File: src/rtl/frame_proc_pkg.sv
// Shared types for the camera-to-VGA frame processor.
// Latency: n/a (types and helpers only).
// Backpressure: n/a.
package frame_proc_pkg;

  // Pixel transform selected per frame
  typedef enum logic [1:0] {
    MODE_PASS = 2'd0,
    MODE_INV  = 2'd1,
    MODE_THR  = 2'd2,
    MODE_WIN  = 2'd3
  } mode_e;

  // Frame sequencer states
  typedef enum logic [1:0] {
    IDLE  = 2'd0,
    RUN   = 2'd1,
    FLUSH = 2'd2,
    DONE  = 2'd3
  } state_e;

  // Counter width able to hold 0..bound-1, never narrower than one bit
  function automatic int cnt_w(input int bound);
    return (bound > 1) ? $clog2(bound) : 1;
  endfunction

endpackage

File: src/rtl/frame_proc_core_pipe_delay.sv
// Fixed-depth shift register carrying {valid, addr, x, y} alongside the mem0 read.
// Latency: DEPTH cycles from d to q.
// Backpressure: none; shifts every cycle, cleared by reset.
module pipe_delay #(
  parameter int DW    = 8,
  parameter int DEPTH = 1
) (
  input  logic          clk25,
  input  logic          rst,
  input  logic [DW-1:0] d,
  output logic [DW-1:0] q
);

  logic [DW-1:0] sr [DEPTH];

  // Shift one stage per cycle; reset empties the line so no stale valid escapes
  always_ff @(posedge clk25) begin
    if (rst) begin
      for (int i = 0; i < DEPTH; i++) sr[i] <= '0;
    end else begin
      sr[0] <= d;
      for (int i = 1; i < DEPTH; i++) sr[i] <= sr[i-1];
    end
  end

  assign q = sr[DEPTH-1];

endmodule

File: src/rtl/frame_proc_core.sv
// Sweeps mem0 once per frame, transforms each pixel by the latched mode, writes mem1.
// Latency: pixel i read at cycle i, written at cycle i+RD_LAT+1; frame_done at N+RD_LAT+1.
// Backpressure: none; mem1 always accepts, start is ignored while busy.
module frame_proc_core
  import frame_proc_pkg::*;
#(
  parameter int WIDTH  = 640,
  parameter int HEIGHT = 480,
  parameter int ADDR_W = 19,
  parameter int IN_W   = 8,
  parameter int OUT_W  = 4,
  parameter int RD_LAT = 1,
  parameter int WIN_W  = 256,
  parameter int WIN_H  = 256,
  parameter int CONT   = 0
) (
  input  logic              clk25,
  input  logic              rst,
  input  logic              start,
  input  logic [1:0]        mode,
  input  logic [IN_W-1:0]   thresh,
  input  logic              lenet_signal,
  input  logic [IN_W-1:0]   din,
  output logic [ADDR_W-1:0] addr_mem0,
  output logic [ADDR_W-1:0] addr_mem1,
  output logic [OUT_W-1:0]  dout,
  output logic              we,
  output logic              busy,
  output logic              frame_done
);

  localparam int N  = WIDTH * HEIGHT;
  localparam int XW = cnt_w(WIDTH);
  localparam int YW = cnt_w(HEIGHT);
  localparam int FW = cnt_w(RD_LAT + 1);
  localparam int DW = 1 + ADDR_W + XW + YW;

  localparam logic [ADDR_W-1:0] LAST_A  = ADDR_W'(N - 1);
  localparam logic [XW-1:0]     LAST_X  = XW'(WIDTH - 1);
  localparam logic [YW-1:0]     LAST_Y  = YW'(HEIGHT - 1);
  localparam logic [FW-1:0]     FL_LAST = FW'(RD_LAT);
  localparam logic              AUTO    = (CONT != 0);

  // Centre window, inclusive bounds
  localparam logic [XW-1:0] WX_LO = XW'((WIDTH - WIN_W) / 2);
  localparam logic [XW-1:0] WX_HI = XW'((WIDTH + WIN_W) / 2 - 1);
  localparam logic [YW-1:0] WY_LO = YW'((HEIGHT - WIN_H) / 2);
  localparam logic [YW-1:0] WY_HI = YW'((HEIGHT + WIN_H) / 2 - 1);

  state_e            state, state_nx;
  logic              launch;
  logic [XW-1:0]     x_q;
  logic [YW-1:0]     y_q;
  logic [FW-1:0]     flush_cnt;
  mode_e             mode_q;
  logic [IN_W-1:0]   thr_q;
  logic              lenet_q;

  logic              d_vld;
  logic [ADDR_W-1:0] d_addr;
  logic [XW-1:0]     d_x;
  logic [YW-1:0]     d_y;
  logic [OUT_W-1:0]  p;
  logic [OUT_W-1:0]  pix;
  logic              in_win;

  // Next-state and status decode; a frame is launched from IDLE or straight out of DONE
  always_comb begin
    state_nx   = state;
    launch     = 1'b0;
    busy       = 1'b0;
    frame_done = 1'b0;
    case (state)
      IDLE: begin
        if (start || AUTO) begin
          state_nx = RUN;
          launch   = 1'b1;
        end
      end
      RUN: begin
        busy = 1'b1;
        if (addr_mem0 == LAST_A) state_nx = FLUSH;
      end
      FLUSH: begin
        busy = 1'b1;
        if (flush_cnt == FL_LAST) state_nx = DONE;
      end
      DONE: begin
        frame_done = 1'b1;
        if (start || AUTO) begin
          state_nx = RUN;
          launch   = 1'b1;
        end else begin
          state_nx = IDLE;
        end
      end
      default: state_nx = IDLE;
    endcase
  end

  // State, read address / raster counters, flush timer and per-frame settings
  always_ff @(posedge clk25) begin
    if (rst) begin
      state     <= IDLE;
      addr_mem0 <= '0;
      x_q       <= '0;
      y_q       <= '0;
      flush_cnt <= '0;
      mode_q    <= MODE_PASS;
      thr_q     <= '0;
      lenet_q   <= 1'b0;
    end else begin
      state <= state_nx;
      if (launch) begin
        mode_q  <= mode_e'(mode);
        thr_q   <= thresh;
        lenet_q <= lenet_signal;
      end
      if (state == RUN) begin
        if (addr_mem0 == LAST_A) begin
          addr_mem0 <= '0;
          x_q       <= '0;
          y_q       <= '0;
        end else begin
          addr_mem0 <= addr_mem0 + 1'b1;
          if (x_q == LAST_X) begin
            x_q <= '0;
            y_q <= (y_q == LAST_Y) ? '0 : y_q + 1'b1;
          end else begin
            x_q <= x_q + 1'b1;
          end
        end
      end
      flush_cnt <= (state == FLUSH) ? flush_cnt + 1'b1 : '0;
    end
  end

  pipe_delay #(
    .DW    (DW),
    .DEPTH (RD_LAT)
  ) u_dly (
    .clk25 (clk25),
    .rst   (rst),
    .d     ({state == RUN, addr_mem0, x_q, y_q}),
    .q     ({d_vld, d_addr, d_x, d_y})
  );

  // Pixel transform on the read data lined up with its delayed coordinates
  always_comb begin
    p      = din[IN_W-1 -: OUT_W];
    in_win = (d_x >= WX_LO) && (d_x <= WX_HI) && (d_y >= WY_LO) && (d_y <= WY_HI);
    pix    = p;
    case (mode_q)
      MODE_PASS: pix = p;
      MODE_INV:  pix = ~p;
      MODE_THR:  pix = (din >= thr_q) ? '1 : '0;
      MODE_WIN:  pix = (lenet_q && !in_win) ? '0 : p;
      default:   pix = p;
    endcase
  end

  // mem1 write port; data and address hold when no pixel emerges
  always_ff @(posedge clk25) begin
    if (rst) begin
      we        <= 1'b0;
      addr_mem1 <= '0;
      dout      <= '0;
    end else begin
      we <= d_vld;
      if (d_vld) begin
        addr_mem1 <= d_addr;
        dout      <= pix;
      end
    end
  end

endmodule

File: config.mk
export PLATFORM = sky130hd
export DESIGN_NAME = frame_proc_core
export DESIGN_NICKNAME = d
export VERILOG_FILES = /design/src/rtl/frame_proc_pkg.sv /design/src/rtl/frame_proc_core_pipe_delay.sv /design/src/rtl/frame_proc_core.sv
export SDC_FILE = /design/constraint.sdc
export NUM_CORES = 1
export LEC_CHECK = 0
export ABC_AREA = 1
export CAP_MARGIN = 20
export CORE_MARGIN = 1.5
export CORE_UTILIZATION = 25
export CTS_BUF_LIST = sky130_fd_sc_hd__clkbuf_8 sky130_fd_sc_hd__clkbuf_16
export CTS_CLUSTER_SIZE = 25
export DETAILED_ROUTE_END_ITERATION = 10
export PLACE_DENSITY_LB_ADDON = 0.3
export SETUP_SLACK_MARGIN = 0.05
export SLEW_MARGIN = 5
export SYNTH_ARGS = -nofsm -noshare
export SYNTH_HDL_FRONTEND = slang
export SYNTH_SLANG_ARGS = --single-unit
File: constraint.sdc
create_clock -name clk25 -period 2.5 [get_ports clk25]
set_input_delay 0.5 -clock clk25 [delete_from_list [all_inputs] [get_ports clk25]]
set_output_delay 0.5 -clock clk25 [all_outputs]
set_load 0.02 [all_outputs]
==> impl_metrics.py <==
metrics = {
    "logic_synthesis": {
        "synth_flop_cell": "dfxtp_1",
        "syn_nets": 666,
        "synth-edff-count": 0,
        "synth_top_area_frac": 0.4480,
        "seq_area_frac_synth": 0.4480,
        "synth_area_per_cell_um2": 7.471,
        "yosys.area.top_type": "dfxtp_1",
        "synth_area_leaders": "dfxtp_1 (45%), nor2_1 (9.8%), nand2_1 (7.6%), inv_1 (5.7%), o21ai_0 (4.6%)",
        "yosysMostFrequentCell": "nor2_1",
        "synth_seq_cells": 105,
        "synth_area_um2": 4692,
        "synthArstFlopShare": 0,
        "ys_types": 31,
        "ys_warn_count": 0,
        "synth_commonest_cells": "nor2_1 (122), dfxtp_1 (105), nand2_1 (95)",
        "synth_cells": 628,
    },
    "worst_setup_path": {
        "crit_required_ps": 2000,
        "worstSetupEndpointType": "output pin",
        "cp_max_fo": 6,
        "start_kind": "flip-flop",
        "rr_endpoint": "state[1]$_SDFFE_PP0P_",
        "rr_worst_depth": 10,
        "r2r_slack_ps": 710,
        "worstSetupPathType": "flip-flop to output pin",
        "reg2reg_from": "addr_mem0[1]$_SDFFE_PP0P_",
        "cp.arrival_ps": 1810,
        "startpoint": "state[0]$_SDFFE_PP0P_",
    },
    "timing": {
        "fin_crit_sh": 0.9248,
        "tightestPinTransition_ps": 568.7,
        "finalSetupTns_ps": 0,
        "slew-limit-headroom": 0.6203,
        "fin_worst_skew_ps": 10.85,
        "maxSlewViolCount": 0,
        "rsz0062_at_grt": "no",
        "setup_viol": 0,
        "max_freq_ghz": 0.4325,
        "finalHoldViolCount": 0,
        "fin_crit_ps": 2312,
    },
    "die": {
        "die_h_um": 140.0,
        "core-area_um2": 18210,
        "rows": 49,
        "dieWidth_um": 140.0,
        "io_pins": 67,
        "start_util": 0.2577,
        "die_area_um2": 19600,
    },
    "clocking": {
        "cts_tree": "yes",
        "post_cts_buffers": 0,
        "cts_resized": 0,
        "htreeDepth": 3,
        "path_clk_slew_ps": 70,
        "root_buffer": "clkbuf_16",
        "numCtsBuffers": 9,
        "clock-sinks": 105,
        "clock_path_buffers": 2,
        "clock_latency_ps": 350,
        "postCtsHoldBufs": 0,
    },
    "detailed_routing": {
        "wirelength_um": 10970,
        "wl_per_cell_um": 12.09,
        "drc_errors": 0,
        "vias": 3868,
        "drt-initial-drc-count": 200,
        "ant_nets": 0,
        "drt_pass1_iterations": 4,
        "routed_via_density": 4.265,
    },
    "power": {
        "power_frac_comb": 0.266,
        "pwr-share-seq": 0.420,
        "clkPwrFrac": 0.314,
        "ir_drop_uv": 373.1,
        "power_density_nw_per_um2": 811.3,
        "power.switching_mw": 1.516,
        "intPower_mw": 3.168,
        "leakage_nw": 2.310,
        "swShare": 0.3237,
    },
    "finish": {
        "final_util": 0.3170,
        "finalNonFillerCells": 907,
        "final_area_um2": 5773,
        "layout-drive-gt1-share": 0.07227,
        "diodes": 0,
        "finalNetCount": 711,
        "synthToLayoutAreaGrowth_pct": 23.04,
    },
    "global_routing": {
        "overflow": 0,
        "antenna_found_initial": 0,
        "grt_pass1_wl_um": 18220,
        "grt_max_degree": 34,
        "grt_pass1_vias": 3634,
        "grt_usage": 0.1179,
    },
    "outcome": {
        "status": "finished clean",
    },
    "placed_design": {
        "placedInstanceArea_um2": 5459,
        "portBuffers": 66,
        "dp_cells": 891,
        "place_hpwl_um": 7928,
        "place_congestion": 0.7905,
    },
    "hold_path": {
        "whs_endpoint": "u_dly.sr[0][38]$_SDFF_PP0_",
        "hp-class": "primary input to flip-flop",
        "min_from": "rst",
        "min_path_cells": 2,
    },
    "flow_run": {
        "max_cap_violations": 0,
    },
}
## kinds of logic after synthesis
logic type	after synthesis	share of synthesized area
compound gates	87	0.09814
xor+xnor	18	0.03360
fa+ha+maj	16	0.04267
buf+inv	113	0.1069
flops	105	0.4480
simple gates	289	0.2707
## metrics by stage
stage,worst slack (ps),hold WS [ps],power [mW]
floorplan,925.4,429.5,2.799
global placement,407.2,439.8,3.267
detailed placement,407.8,441.2,3.274
CTS,160.8,428.7,4.763
global route,118.0,442.4,4.978
finish,188.0,427.3,4.683
## flip-flops by register name (all words and copies together) (netlist names)
register   flops
x_q           10
dout           4
lenet_q        1
y_q            9
state          2
addr_mem0     19
addr_mem1     19
thr_q          8
we             1
u_dly.sr      29
flush_cnt      1
mode_q         2
## how the worst max path moves through the flow
stage | endpoint | slack (ps) | cells past startpoint
CTS | busy | 160 | 3
floorplan | mode_q[0]$_SDFFE_PP0P_ | 930 | 7
global placement | dout[3]$_SDFFE_PP0P_ | 410 | 9
finish | busy | 190 | 3
detailed placement | dout[3]$_SDFFE_PP0P_ | 410 | 10
global route | busy | 120 | 3
## worst max-delay path, stage by stage (launching register included)
cell and delay, ps:
dfxtp_1 410, inv_1 110, ha_1 340, clkdlybuf4s50_1 610
## metal layers
metal | vias to the layer above | part of all wire | track usage
met4 | 0 | 0.016 | 0.04488
met3 | 10 | 0.031 | 0.02872
li1 | 2065 | - | -
met2 | 43 | 0.46 | 0.1930
met5 | - | 0 | 0
met1 | 1750 | 0.49 | 0.1503
## power groups by stage
stage                     registers [mW]  logic, mW  clock network, mW
after global placement              2.01       1.26                  0
after global routing                1.99       1.39               1.59
after CTS                           1.97       1.27               1.52
after detailed placement            2.01       1.26                  0
final                               1.97       1.24               1.47
after floorplan                     2.09      0.708                  0
## area by class of cell
type / count / area [um2]
Clock buffer: 11 / 252.7
Inverter: 75 / 281.5
Sequential cell: 105 / 2102
Multi-Input combinational cell: 410 / 2088
Timing Repair Buffer: 72 / 700.7
Tap cell: 229 / 286.5
Clock inverter: 5 / 61.31
Fill cell: 1967 / 12440
## cell usage in the layout (no fill, tap or decap), types with 7 or more instances in the layout
cell and instances:
a21oi_1 35, clkbuf_16 9, clkdlybuf4s50_1 65, dfxtp_1 105, ha_1 16, inv_1 71, nand2_1 95, nand2_2 7
nand3_1 28, nand4_1 7, nor2_1 122, nor3_1 14, o21ai_0 43, xor2_1 18
(Power assumes the default switching activity.)
